## src/rtl/stat_display.sv

```systemverilog
// Multiplexed 8-digit hex display of the selected run-statistics counter.
// Optional leading-zero blanking is enabled by defining STAT_DISPLAY_BLANK_EN.
module stat_display #(
  parameter int unsigned SCAN_DIV = 100000
) (
  input  logic        clk_i,
  input  logic        rst_ni,
  input  logic [31:0] total_cycles_i,
  input  logic [31:0] uncondi_num_i,
  input  logic [31:0] condi_num_i,
  input  logic [31:0] condi_suc_num_i,
  input  logic [31:0] syscall_out_i,
  input  logic        halt_i,
  input  logic        next_i,
  output logic [2:0]  mode_o,
  output logic [7:0]  an_o,
  output logic [6:0]  seg_o,
  output logic        dp_o
);

  localparam int unsigned DIV_W = (SCAN_DIV > 2) ? $clog2(SCAN_DIV) : 1;
  localparam logic [DIV_W-1:0] DIV_LAST = DIV_W'(SCAN_DIV - 1);

  logic [DIV_W-1:0] div_q, div_d;
  logic [2:0]       dig_q, dig_d;
  logic [2:0]       mode_q, mode_d;
  logic             next_q;
  logic [31:0]      shown_q, shown_d;
  logic [7:0]       an_q, an_d;
  logic [6:0]       seg_q, seg_d;
  logic             dp_q, dp_d;
  logic             tick, frame_end, step, blank;
  logic [31:0]      src;
  logic [3:0]       nibble;

  function automatic logic [6:0] hex7(input logic [3:0] n);
    case (n)
      4'h0: hex7 = 7'b1000000;
      4'h1: hex7 = 7'b1111001;
      4'h2: hex7 = 7'b0100100;
      4'h3: hex7 = 7'b0110000;
      4'h4: hex7 = 7'b0011001;
      4'h5: hex7 = 7'b0010010;
      4'h6: hex7 = 7'b0000010;
      4'h7: hex7 = 7'b1111000;
      4'h8: hex7 = 7'b0000000;
      4'h9: hex7 = 7'b0010000;
      4'hA: hex7 = 7'b0001000;
      4'hB: hex7 = 7'b0000011;
      4'hC: hex7 = 7'b1000110;
      4'hD: hex7 = 7'b0100001;
      4'hE: hex7 = 7'b0000110;
      default: hex7 = 7'b0001110;
    endcase
  endfunction

  assign tick      = (div_q == DIV_LAST);
  assign frame_end = tick && (dig_q == 3'd7);
  assign step      = next_i && !next_q;

  always_comb begin
    div_d  = tick ? '0 : div_q + DIV_W'(1);
    dig_d  = tick ? dig_q + 3'd1 : dig_q;
    mode_d = mode_q;
    if (step) mode_d = (mode_q == 3'd4) ? 3'd0 : mode_q + 3'd1;
  end

  // Source follows the post-step mode so a step coinciding with frame_end loads the new source.
  always_comb begin
    case (mode_d)
      3'd1:    src = total_cycles_i;
      3'd2:    src = uncondi_num_i;
      3'd3:    src = condi_num_i;
      3'd4:    src = condi_suc_num_i;
      default: src = syscall_out_i;
    endcase
    shown_d = (step || frame_end) ? src : shown_q;
  end

`ifdef STAT_DISPLAY_BLANK_EN
  logic [7:0] lead_zero;
  assign lead_zero[0] = 1'b0;
  generate
    for (genvar gi = 1; gi < 8; gi++) begin : g_lead_zero
      assign lead_zero[gi] = (shown_q[31:4*gi] == '0);
    end
  endgenerate
  assign blank = lead_zero[dig_q];
`else
  assign blank = 1'b0;
`endif

  assign nibble = shown_q[{dig_q, 2'b00} +: 4];

  always_comb begin
    an_d  = ~(8'b1 << dig_q);
    seg_d = hex7(nibble);
    dp_d  = !((dig_q == 3'd0) && halt_i);
    if (blank) begin
      an_d  = 8'hFF;
      seg_d = 7'h7F;
    end
  end

  always_ff @(posedge clk_i or negedge rst_ni) begin
    if (!rst_ni) begin
      div_q   <= '0;
      dig_q   <= '0;
      mode_q  <= '0;
      next_q  <= 1'b0;
      shown_q <= '0;
      an_q    <= 8'hFF;
      seg_q   <= 7'h7F;
      dp_q    <= 1'b1;
    end else begin
      div_q   <= div_d;
      dig_q   <= dig_d;
      mode_q  <= mode_d;
      next_q  <= next_i;
      shown_q <= shown_d;
      an_q    <= an_d;
      seg_q   <= seg_d;
      dp_q    <= dp_d;
    end
  end

  assign mode_o = mode_q;
  assign an_o   = an_q;
  assign seg_o  = seg_q;
  assign dp_o   = dp_q;

endmodule
```

## config.mk

```make
export PLATFORM = sky130hd
export DESIGN_NAME = stat_display
export DESIGN_NICKNAME = d
export VERILOG_FILES = /design/src/rtl/stat_display.sv
export SDC_FILE = /design/constraint.sdc
export NUM_CORES = 1
export LEC_CHECK = 0
export ABC_CLOCK_PERIOD_IN_PS = 2900
export BUFFER_PORTS_ARGS = -buffer_cell sky130_fd_sc_hd__buf_2
export CORE_MARGIN = 5
export CORE_UTILIZATION = 23
export CTS_CLUSTER_DIAMETER = 100
export CTS_CLUSTER_SIZE = 24
export DETAILED_ROUTE_END_ITERATION = 10
export HOLD_SLACK_MARGIN = 0.02
export RECOVER_POWER = 50
export SLEW_MARGIN = 25
export SYNTH_ARGS = -nofsm -noshare
export SYNTH_HDL_FRONTEND = slang
export SYNTH_SLANG_ARGS = --single-unit
export TNS_END_PERCENT = 10
```

## constraint.sdc

```tcl
create_clock -name clk_i -period 2.9 [get_ports clk_i]
set_input_delay 0.435 -clock clk_i [delete_from_list [all_inputs] [get_ports clk_i]]
set_output_delay 0.435 -clock clk_i [all_outputs]
set_load 0.1 [all_outputs]
```

Word level (Yosys, flattened, before mapping):

Memories as Yosys holds them, arrays and structs flattened. A register that Yosys moved wholly into a read port is not among the register bits.
Index checks and enable logic that the tools add are counted.

* add/sub/neg operators: 3
* eq/ne operators: 7
* shift operators: 2
* muxes and demuxes: 4
* bitwise logic cells: 1
* reduce and logical (&&, ||, !) cells: 8

Operators by type and width (count)
* $pmux W32 S4: 1
* $shiftx A32 B6 Y4: 1
* $add A17 B1 Y17 const B: 1
* $eq A17 B17 Y1 const B: 1
* $mux W17: 1
* $eq A3 B3 Y1 const B: 3
* $not A8 Y8: 1
* $shl A1 B3 Y8 const A: 1
* $add A3 B1 Y3 const B: 2
* $eq A3 B2 Y1 const B: 2
* $mux W3: 2
* $eq A3 B1 Y1 const B: 1
* $logic_and A1 B1 Y1: 3
* $logic_not A1 Y1: 3
* $logic_not A3 Y1: 1
* $logic_or A1 B1 Y1: 1

* register bits: 65
* memory bits (read-only): 112
* input bits: 164
* output and inout bits: 19
* word-level logic and storage cells: 33
* memories: 1

Memories
* (no name shown): depth 16, bits a word 7, read ports 1, clocked after memory_dff 1, write ports 0, line 37 `case (n)`

Logic depth before layout (Yosys ltp):

Gate-level depths: netlist (run 1).

* word-level depth: 5
* depth in mapped cells: 11
* gate-level depth less buffers: 9

Worst setup path after synthesis (run 1):

OpenSTA, ideal clock, no wires.

* path type: reg2reg
* from: reg mode_q[1], in the netlist mode_o[1]
* to: reg shown_q[0]
* setup time: 131 ps
* arrival time: 2909 ps
* data required time: 2769 ps
* setup slack: -140 ps
* stages on the path, launching flop included: 12
* buffers on the path: 2
* period minus slack after synthesis: 3040 ps
* cells stage by stage: dfrtp_1 inv_1 ha_1 nand3b_1 a21boi_0 buf_4 inv_1 a21oi_1 o21ai_2 buf_2 a221oi_1 nor3_1

* longest elaborated chain between the ends: 5
* elaborated cells on any way between the ends: 9
* classes of those cells: add/sub (1); eq/ne (5); mux (3)

Ends and longest elaborated chain
* start, declared: line 26 `logic [2:0] mode_q, mode_d;`
* start signal, assigned: line 118 `mode_q <= mode_d;`
* $add A3 B1 Y3 or $eq A3 B3 Y1 (tied branches): line 65 `if (step) mode_d = (mode_q == 3'd4) ? 3'd0 : mode_q + 3'd1;`
* $mux W3: line 65
* $mux W3 *: line 65
* via mode_d[1]: line 26
* $eq A3 B3 Y1, or another cell as far along: line 70 `case (mode_d)`
* $pmux W32 S4 *: line 70
* end signal, assigned: line 120 `shown_q <= shown_d;`
* end, declared: line 28 `logic [31:0] shown_q, shown_d;`

Mark *: on every way through the listed nets, which the timed path passes. The rest lies on a longest branch.
A chain may end at the register's enable or synchronous reset.

Final worst setup path (run 1):

* from: reg mode_q[0], in the netlist mode_o[0]
* to: reg shown_q[11]

* longest elaborated chain between the ends: 5
* elaborated cells on any way between the ends: 9
* classes of those cells: add/sub (1); eq/ne (5); mux (3)

Ends and longest elaborated chain (line)
* $add A3 B1 Y3 or $eq A3 B3 Y1 (tied branches): 65
* $mux W3: 65
* $mux W3 *: 65
* $eq A3 B3 Y1, or another cell as far along: 70
* $pmux W32 S4 *: 70

Every way passes the cells marked *; elsewhere a longest branch is shown, timed or not.

==> out/results.ini, run 1 <==
[cts]
cts.repair.resized = 0
cts_tree = yes
clock_sinks = 72
post_cts_buffers = 0
path_clk_slew_ns = 0.06
cts_buffers = 9
cts_max_level = 3
cts-root-buf = clkbuf_16
hold_buffers = 0
clk_path_buf_depth = 2
clock_latency_ns = 0.34

[timing]
clock.fmax_mhz = 380
min_period_over_period = 0.907
finalSetupTns_ns = 0
layout_setup_ws_ns = 0.270
fin_skew_ns = 0.00720
slew_headroom = -0.207
worst_slew_pin_slew_ns = 1.81
rsz0062_at_grt = false
final_max_slew_viol_count = 73
hold_ws_ns = 0.258
setup_viol = 0
period_minus_slack_ns = 2.63
hold_violations = 0

[global_route]
grt-ovfl-total = 0
grt_max_degree = 73
grt_pass1_vias = 4492
grtUsageTotal = 0.142
antenna_found_initial = 1
grt_pass1_wl_um = 24400

[outcome]
violations = capacitance limit, slew limit
outcome = finished, violations left

[power_and_ir_drop]
ir_drop_v = 0.000438
power_density_nw_per_um2 = 902
leakagePower_nw = 2.79
totalPowerFinal_mw = 5.56

[floorplanning]
io_pins = 183
coreArea_um2 = 19500
fp-row-count = 51
start_util = 0.233
die_width_um = 150
die-area_um2 = 22600
die_h_um = 150

[setup_path]
path_max_fanout = 18
worstPathCellList = inv_1 -> ha_1 -> nand3b_1 -> a21boi_2 -> nor3_2 -> o21ai_2 -> a221oi_1 -> nor3_1
crit_type = flop to flop
crit_path_max_incr_delay_ns = 0.65
path_buf_inv = 1
path_delay_family = compound AO/OA/AOI/OAI gates
startpoint_type = flop
setup.worst_path.end_class = flop
worstPathRequired_ns = 3.15
arrival_ns = 2.88
critical_path.slowest_cell = o21ai_2

[logic_synthesis]
syn_avg_cell_area_um2 = 9.22
synth_cell_type_count = 46
synth-edff-count = 0
yosysWarnings = 0
yosysTopAreaCellShare = 0.309
netlist_top_cells_area = dfrtp_1 31%, dfstp_2 9.3%, nand2_1 5.5%
synth-async-reset-ratio = 1.00
ys.flop_type = dfrtp_1
seq_area_frac_synth = 0.401
synth_nets = 671
yosys-top-cells-count = 67 x nand2_1, 56 x dfrtp_1, 39 x nor3_1
yosys.area.top_type = dfrtp_1
synth-seq-cells = 72
syn_area_um2 = 4540
synth_most_common_cell = nand2_1
synth_cells = 492

[place]
globalplace.congestion = 0.790
hpwl_um = 12500
pre_cts_ws_ns = 0.223
io_buffers = 182
placed_area_um2 = 5860

[routing]
vias = 4535
drt-initial-drc-count = 219
wl_per_cell_um = 17.3
drc = 0
drt_pass1_iterations = 6
ant_nets = 0
routed_wl_um = 16200
viasPerCell = 4.82

[flow_run]
maxCapViolations = 1

[finish]
fin_area_um2 = 6170
fill_cells = 2086
syn_to_final_growth_pct = 35.9
layout-drive-gt1-share = 0.383
n_antenna_cell = 0
nets = 850

[worst_hold_path]
hold_path_class = input port to flop

## power breakdown
part,internal (mW),leakage (nW),switching [mW],total [mW]
Combinational,1.02,1.79,1.87,2.89
Clock,0.711,0.150,0.426,1.14
Sequential,1.32,0.847,0.214,1.54
Total,3.05,2.79,2.51,5.56
## logic make-up (layout without fill, tap and decap cells)
family / Yosys count / after routing / synth area share
AO/OA/AOI/OAI: 117 / 117 / 0.183
flip-flops: 72 / 72 / 0.401
multiplexers: 32 / 32 / 0.0957
AND/OR/NAND/NOR: 187 / 187 / 0.199
buffers and inverters: 53 / 237 / 0.0488
XOR/XNOR: 16 / 16 / 0.0309
adder cells (fa/ha/maj): 15 / 15 / 0.0414
## area by class of cell
| class | count | area (um^2) | share of cell area |
|---|---|---|---|
| Clock inverter | 3 | 40.0 | 0.00649 |
| Inverter | 15 | 56.3 | 0.00913 |
| Clock buffer | 13 | 260 | 0.0422 |
| Tap cell | 265 | 332 | 0.0538 |
| Timing Repair Buffer | 206 | 1130 | 0.183 |
| Sequential cell | 72 | 1820 | 0.296 |
| Multi-Input combinational cell | 367 | 2530 | 0.410 |
## per-stage QoR
| step | utilization | instances |
|---|---|---|
| 4_1_cts | 0.317 | 941 |
| 6_report | 0.317 | 941 |
| 2_1_floorplan | - | 492 |
| 3_3_place_gp | 0.301 | 925 |
| 3_5_place_dp | 0.301 | 925 |
| 5_1_grt | 0.317 | 941 |
## metal layers
metal | track usage | wire (um) | part of all wire
met1 | 0.190 | 6870 | 0.42
met2 | 0.231 | 7720 | 0.47
met3 | 0.0337 | 1400 | 0.086
met4 | 0.0398 | 260 | 0.016
met5 | 0 | 0 | 0
## worst register-to-register path: cells and delay by family (launching register included)
family / cells / cell delay (ns)
compound gates: 3 / 1.24
buf+inv: 1 / 0.08
fa+ha+maj: 1 / 0.32
simple gates: 3 / 0.47
flops: 1 / 0.44
## flip-flops by register name (all words and copies together), names as in the netlist
register and flops:
shown_q 32, div_q 17, an_o 8, seg_o 7
dig_q 3, mode_o 3, dp_o 1, next_q 1
## path summary, 6_finish.rpt
kind	slack, ns	start	depth (start not counted)	to
worst max-delay path	0.27	mode_o[0]	8	shown_q[11]
worst min-delay path	0.26	halt_i	2	dp_o
worst max register to register	0.27	mode_o[0]	8	shown_q[11]
worst min register to register	0.49	div_q[14]	1	div_q[14]
max in group asynchronous	1.12	rst_ni	1	mode_o[1]
min in group asynchronous	0.57	rst_ni	1	next_q
## cell usage in the layout, fill, tap and decap left out, types with 8 or more instances in the layout
cell type,Yosys,routed
buf_4,3,21
dfstp_2,16,16
nand3_1,9,9
o2bb2ai_1,14,14
o21ai_1,12,12
nor2_1,32,31
ha_1,15,15
o221ai_1,14,14
mux2i_1,22,22
inv_1,15,15
a221oi_1,19,19
dfrtp_1,56,54
nor3_1,39,39
mux4_2,9,9
nand2_1,67,67
o22ai_1,18,18
nand4_1,21,21
buf_2,9,180
o21ai_0,23,23
clkbuf_16,0,9
xor2_1,8,8
Power figures use the tool's default switching activity.
==> inputs of run 2 (changes only) <==
--- a/config.mk
+++ b/config.mk
@@ -7,7 +7,6 @@
 export LEC_CHECK = 0
 export ABC_CLOCK_PERIOD_IN_PS = 2900
 export BUFFER_PORTS_ARGS = -buffer_cell sky130_fd_sc_hd__buf_2
-export CORE_MARGIN = 5
 export CORE_UTILIZATION = 23
 export CTS_CLUSTER_DIAMETER = 100
 export CTS_CLUSTER_SIZE = 24
==> out/results.ini, run 2 (synthesis gave the netlist of run 1 again) <==
[place]
globalplace.congestion = 0.802
dp.cells = 927
io_buffers = 182
hpwl_um = 12000

[cts]
cts_max_level = 3
cts-root-buf = clkbuf_16
cts_buffers = 9
cts.repair.resized = 0
clk_path_buf_depth = 2
clock_latency_ns = 0.34
cts_tree = yes
hold_buffers = 0
clock_sinks = 72
path_clk_slew_ns = 0.06
post_cts_buffers = 0

[power_and_ir_drop]
p_comb_frac = 0.515
p_int_mw = 3.01
leakagePower_nw = 2.78
p_switching_mw = 2.48
power_density_nw_per_um2 = 892
sw_frac_of_total = 0.452
pwr-share-clk = 0.203
ir_drop_v = 0.000344
seqPwrFrac = 0.282

[finish]
syn_to_final_growth_pct = 35.5
nets = 852
largest_register_ffs = 32
top_register = shown_q
final_cell_mix = 180 x buf_2, 67 x nand2_1, 54 x dfrtp_1
fill_cells = 2087
layout-drive-gt1-share = 0.385
layout_commonest_cell = buf_2
finalNonFillerCells = 943
n_antenna_cell = 0

[floorplanning]
die_h_um = 142
die_width_um = 142
fp-row-count = 51
start_util = 0.234
die-area_um2 = 20300
io_pins = 183
coreArea_um2 = 19400

[routing]
routed_wl_um = 15600
viasPerCell = 4.78
drt_pass1_iterations = 4
ant_nets = 0
wl_per_cell_um = 16.5
vias = 4507
drc = 0
drt-initial-drc-count = 208

[outcome]
outcome = finished, violations left
violations = capacitance limit, slew limit

[timing]
period_minus_slack_ns = 2.62
finalSetupTns_ns = 0
min_period_over_period = 0.902
hold_violations = 0
setup_viol = 0
final_max_slew_viol_count = 73
worst_slew_pin_slew_ns = 1.84
slew_headroom = -0.226
clock.fmax_mhz = 382
fin_skew_ns = 0.0106
rsz0062_at_grt = false

[worst_hold_path]
min_to = dp_o
min_path_cells = 2
worstHoldStart = halt_i
hold_path_class = input port to flop

[global_route]
grt-ovfl-total = 0
grt_max_degree = 73
grt_pass1_wl_um = 23700
grtUsageTotal = 0.157
antenna_found_initial = 1
grt_pass1_vias = 4296

[setup_path]
crit_type = flop to flop
r2r_start = mode_o[0]
arrival_ns = 2.82
startpoint_type = flop
path_max_fanout = 10
worstPathRequired_ns = 3.11
setup.worst_path.end_class = flop
r2r-end = shown_q[30]
r2r_setup_slack_ns = 0.28
r2r_cells = 9

[flow_run]
maxCapViolations = 1

## run 2: changes by cell type in the layout (fill, tap and decap cells not counted), sizes merged
| cell | change |
|---|---|
| buf | +1 |
| clkbuf | +2 |
| bufinv | -1 |
## run 2: power groups by stage
| stage | combinational, mW | clock [mW] | sequential [mW] |
|---|---|---|---|
| after detailed placement | 2.82 | 0 | 1.57 |
| after global routing | 3.08 | 1.19 | 1.58 |
| after global placement | 2.79 | 0 | 1.58 |
| after CTS | 2.83 | 1.14 | 1.55 |
| after floorplan | 1.54 | 0 | 1.89 |
| final | 2.82 | 1.11 | 1.55 |
## run 2: final cells by class
type | instances | area, um^2 | share of cell area
Multi-Input combinational cell | 367 | 2520 | 0.410
Inverter | 15 | 56.3 | 0.00915
Clock buffer | 14 | 295 | 0.0480
Tap cell | 265 | 332 | 0.0539
Clock inverter | 2 | 10.0 | 0.00163
Timing Repair Buffer | 208 | 1110 | 0.181
Sequential cell | 72 | 1820 | 0.297
## run 2: per-stage QoR
step	area [um^2]	setup slack (ns)	total power, mW	utilization	hold WS (ns)
finish	6150	0.285	5.49	0.317	0.275
global route	6150	0.0543	5.85	0.317	0.281
CTS	6160	0.296	5.52	0.317	0.245
detailed placement	5850	0.324	4.38	0.302	0.483
global placement	5850	0.349	4.37	0.302	0.471
floorplan	4540	0.186	3.44	-	0.139
## run 2: worst max path at each step
stage,from,to,slack [ns],cells after the start
2_1_floorplan,mode_o[1],shown_q[0],0.19,11
3_3_place_gp,next_i,shown_q[30],0.35,8
3_5_place_dp,mode_o[0],shown_q[30],0.32,9
4_1_cts,mode_o[0],shown_q[30],0.30,9
5_1_grt,mode_o[0],shown_q[12],0.05,9
6_report,mode_o[0],shown_q[30],0.28,9
## run 2: metal layers
metal	routed length [um]	track usage	vias to the layer above
li1	-	-	2194
met1	7010	0.213	2139
met2	7420	0.251	156
met3	925	0.0320	16
met4	225	0.0453	2
met5	8	0	-
## run 2: worst max-delay path, cell delays in order (launching register included)
cell and delay [ns]:
dfrtp_2 0.43, inv_1 0.08, ha_1 0.31, nor3b_1 0.28
a32oi_1 0.31, buf_4 0.32, o22ai_1 0.19, nand2_1 0.09
a221oi_1 0.36, nor3_1 0.10
==> inputs of run 3 (changes only) <==
--- a/config.mk
+++ b/config.mk
@@ -12,6 +12,7 @@
 export CTS_CLUSTER_SIZE = 24
 export DETAILED_ROUTE_END_ITERATION = 10
 export HOLD_SLACK_MARGIN = 0.02
+export PLACE_DENSITY = 0.44
 export RECOVER_POWER = 50
 export SLEW_MARGIN = 25
 export SYNTH_ARGS = -nofsm -noshare
==> out/results.ini, run 3 (synthesis gave the netlist of run 1 again) <==
[place]
pre_cts_ws_ns = 0.261
globalplace.congestion = 0.764
dp.cells = 923
hpwl_um = 12100
io_buffers = 182

[setup_path]
setup.worst_path.end_class = flop
critical_path.slowest_cell = nor2_2
path_buf_inv = 2
crit_path_max_incr_delay_ns = 0.45
path_delay_family = compound AO/OA/AOI/OAI gates
worstPathRequired_ns = 3.10
arrival_ns = 2.78
worstPathCellList = inv_1 -> ha_1 -> nor2_1 -> o21a_1 -> nor2_2 -> buf_4 -> o21ai_0 -> a221oi_1 -> nor3_1
crit_type = flop to flop
startpoint_type = flop
path_max_fanout = 20

[power_and_ir_drop]
p_switching_mw = 2.44
power_density_nw_per_um2 = 879
pwr-share-clk = 0.205
p_int_mw = 2.94
p_comb_frac = 0.507
sw_frac_of_total = 0.454
ir_drop_v = 0.000299
seqPwrFrac = 0.288
leakagePower_nw = 2.76

[finish]
fill_cells = 2080
layout-drive-gt1-share = 0.380
n_antenna_cell = 0
final_cell_mix = 180 x buf_2, 67 x nand2_1, 54 x dfrtp_1
largest_register_ffs = 32
finalNonFillerCells = 941
syn_to_final_growth_pct = 34.8
top_register = shown_q
layout_commonest_cell = buf_2
nets = 850

[timing]
layout_setup_ws_ns = 0.318
period_minus_slack_ns = 2.58
hold_violations = 0
slew_headroom = 0.304
worst_slew_pin_slew_ns = 1.04
fin_skew_ns = 0.00537
clock.fmax_mhz = 387
final_max_slew_viol_count = 0
rsz0062_at_grt = false
setup_viol = 0
hold_ws_ns = 0.267
finalSetupTns_ns = 0
min_period_over_period = 0.890

[global_route]
grtUsageTotal = 0.155
grt_pass1_wl_um = 23800
grt_max_degree = 73
grt-ovfl-total = 0
grt_pass1_vias = 4490
antenna_found_initial = 0

[cts]
clk_path_buf_depth = 2
cts_max_level = 3
clock_latency_ns = 0.34
cts.repair.resized = 0
clock_sinks = 72
cts_tree = yes
cts_buffers = 9
path_clk_slew_ns = 0.06
post_cts_buffers = 0
cts-root-buf = clkbuf_16

[outcome]
outcome = finished clean

[worst_hold_path]
hold_path_class = input port to flop

[routing]
vias = 4509
drt_pass1_iterations = 4
ant_nets = 0
drc = 0
wl_per_cell_um = 16.6
viasPerCell = 4.79
routed_wl_um = 15600
drt-initial-drc-count = 202

[floorplanning]
die-area_um2 = 20300
io_pins = 183
coreArea_um2 = 19400
die_width_um = 142
die_h_um = 142
start_util = 0.234
fp-row-count = 51

[flow_run]
maxCapViolations = 0

[run 3: worst paths after layout]
path,endpoint,startpoint,depth (start not counted),slack (ns)
setup / recovery,shown_q[10],mode_o[1],9,0.32
hold / removal,dp_o,halt_i,2,0.27
setup reg to reg,shown_q[10],mode_o[1],9,0.32
max in group asynchronous,mode_o[1],rst_ni,3,0.66
hold reg to reg,an_o[5],dig_q[2],1,0.49
min in group asynchronous,div_q[3],rst_ni,2,0.81
[run 3: power groups by stage]
stage               registers (mW)  logic, mW  clock network (mW)
global route                  1.58       2.96                1.19
detailed placement            1.57       2.73                   0
CTS                           1.55       2.74                1.14
global placement              1.58       2.68                   0
finish                        1.55       2.72                1.10
floorplan                     1.89       1.54                   0
[run 3: area by class of cell]
cell class                      instances  area, um^2  area share
Clock inverter                          6        58.8     0.00961
Sequential cell                        72        1820       0.298
Inverter                               15        56.3     0.00920
Clock buffer                           10         239      0.0391
Timing Repair Buffer                  206        1090       0.178
Multi-Input combinational cell        367        2520       0.411
Tap cell                              265         332      0.0542
[run 3: routing by layer]
metal | track usage | wire length [um] | share of wire | vias up
met5 | 0 | 0 | 0 | -
met4 | 0.0390 | 170 | 0.011 | 0
met3 | 0.0323 | 828 | 0.053 | 12
met2 | 0.263 | 7670 | 0.49 | 129
met1 | 0.200 | 6920 | 0.44 | 2189
li1 | - | - | - | 2179
[run 3: repair_timing]
item	4_1_cts	5_1_grt
setup endpoints to repair	0	0
hold endpoints to repair	0	12
hold buffers	0	1
[run 3: worst register-to-register path: cells and delay by family (launching register included)]
kind	cells	cell delay [ns]
compound gates	3	0.71
fa+ha+maj	1	0.20
buf+inv	2	0.46
flops	1	0.43
simple gates	3	0.65
[run 3: metrics by stage]
step | area [um^2] | total power [mW] | utilization
finish | 6120 | 5.38 | 0.315
global route | 6120 | 5.73 | 0.315
CTS | 6100 | 5.43 | 0.315
detailed placement | 5810 | 4.30 | 0.299
global placement | 5810 | 4.26 | 0.299
floorplan | 4540 | 3.44 | -
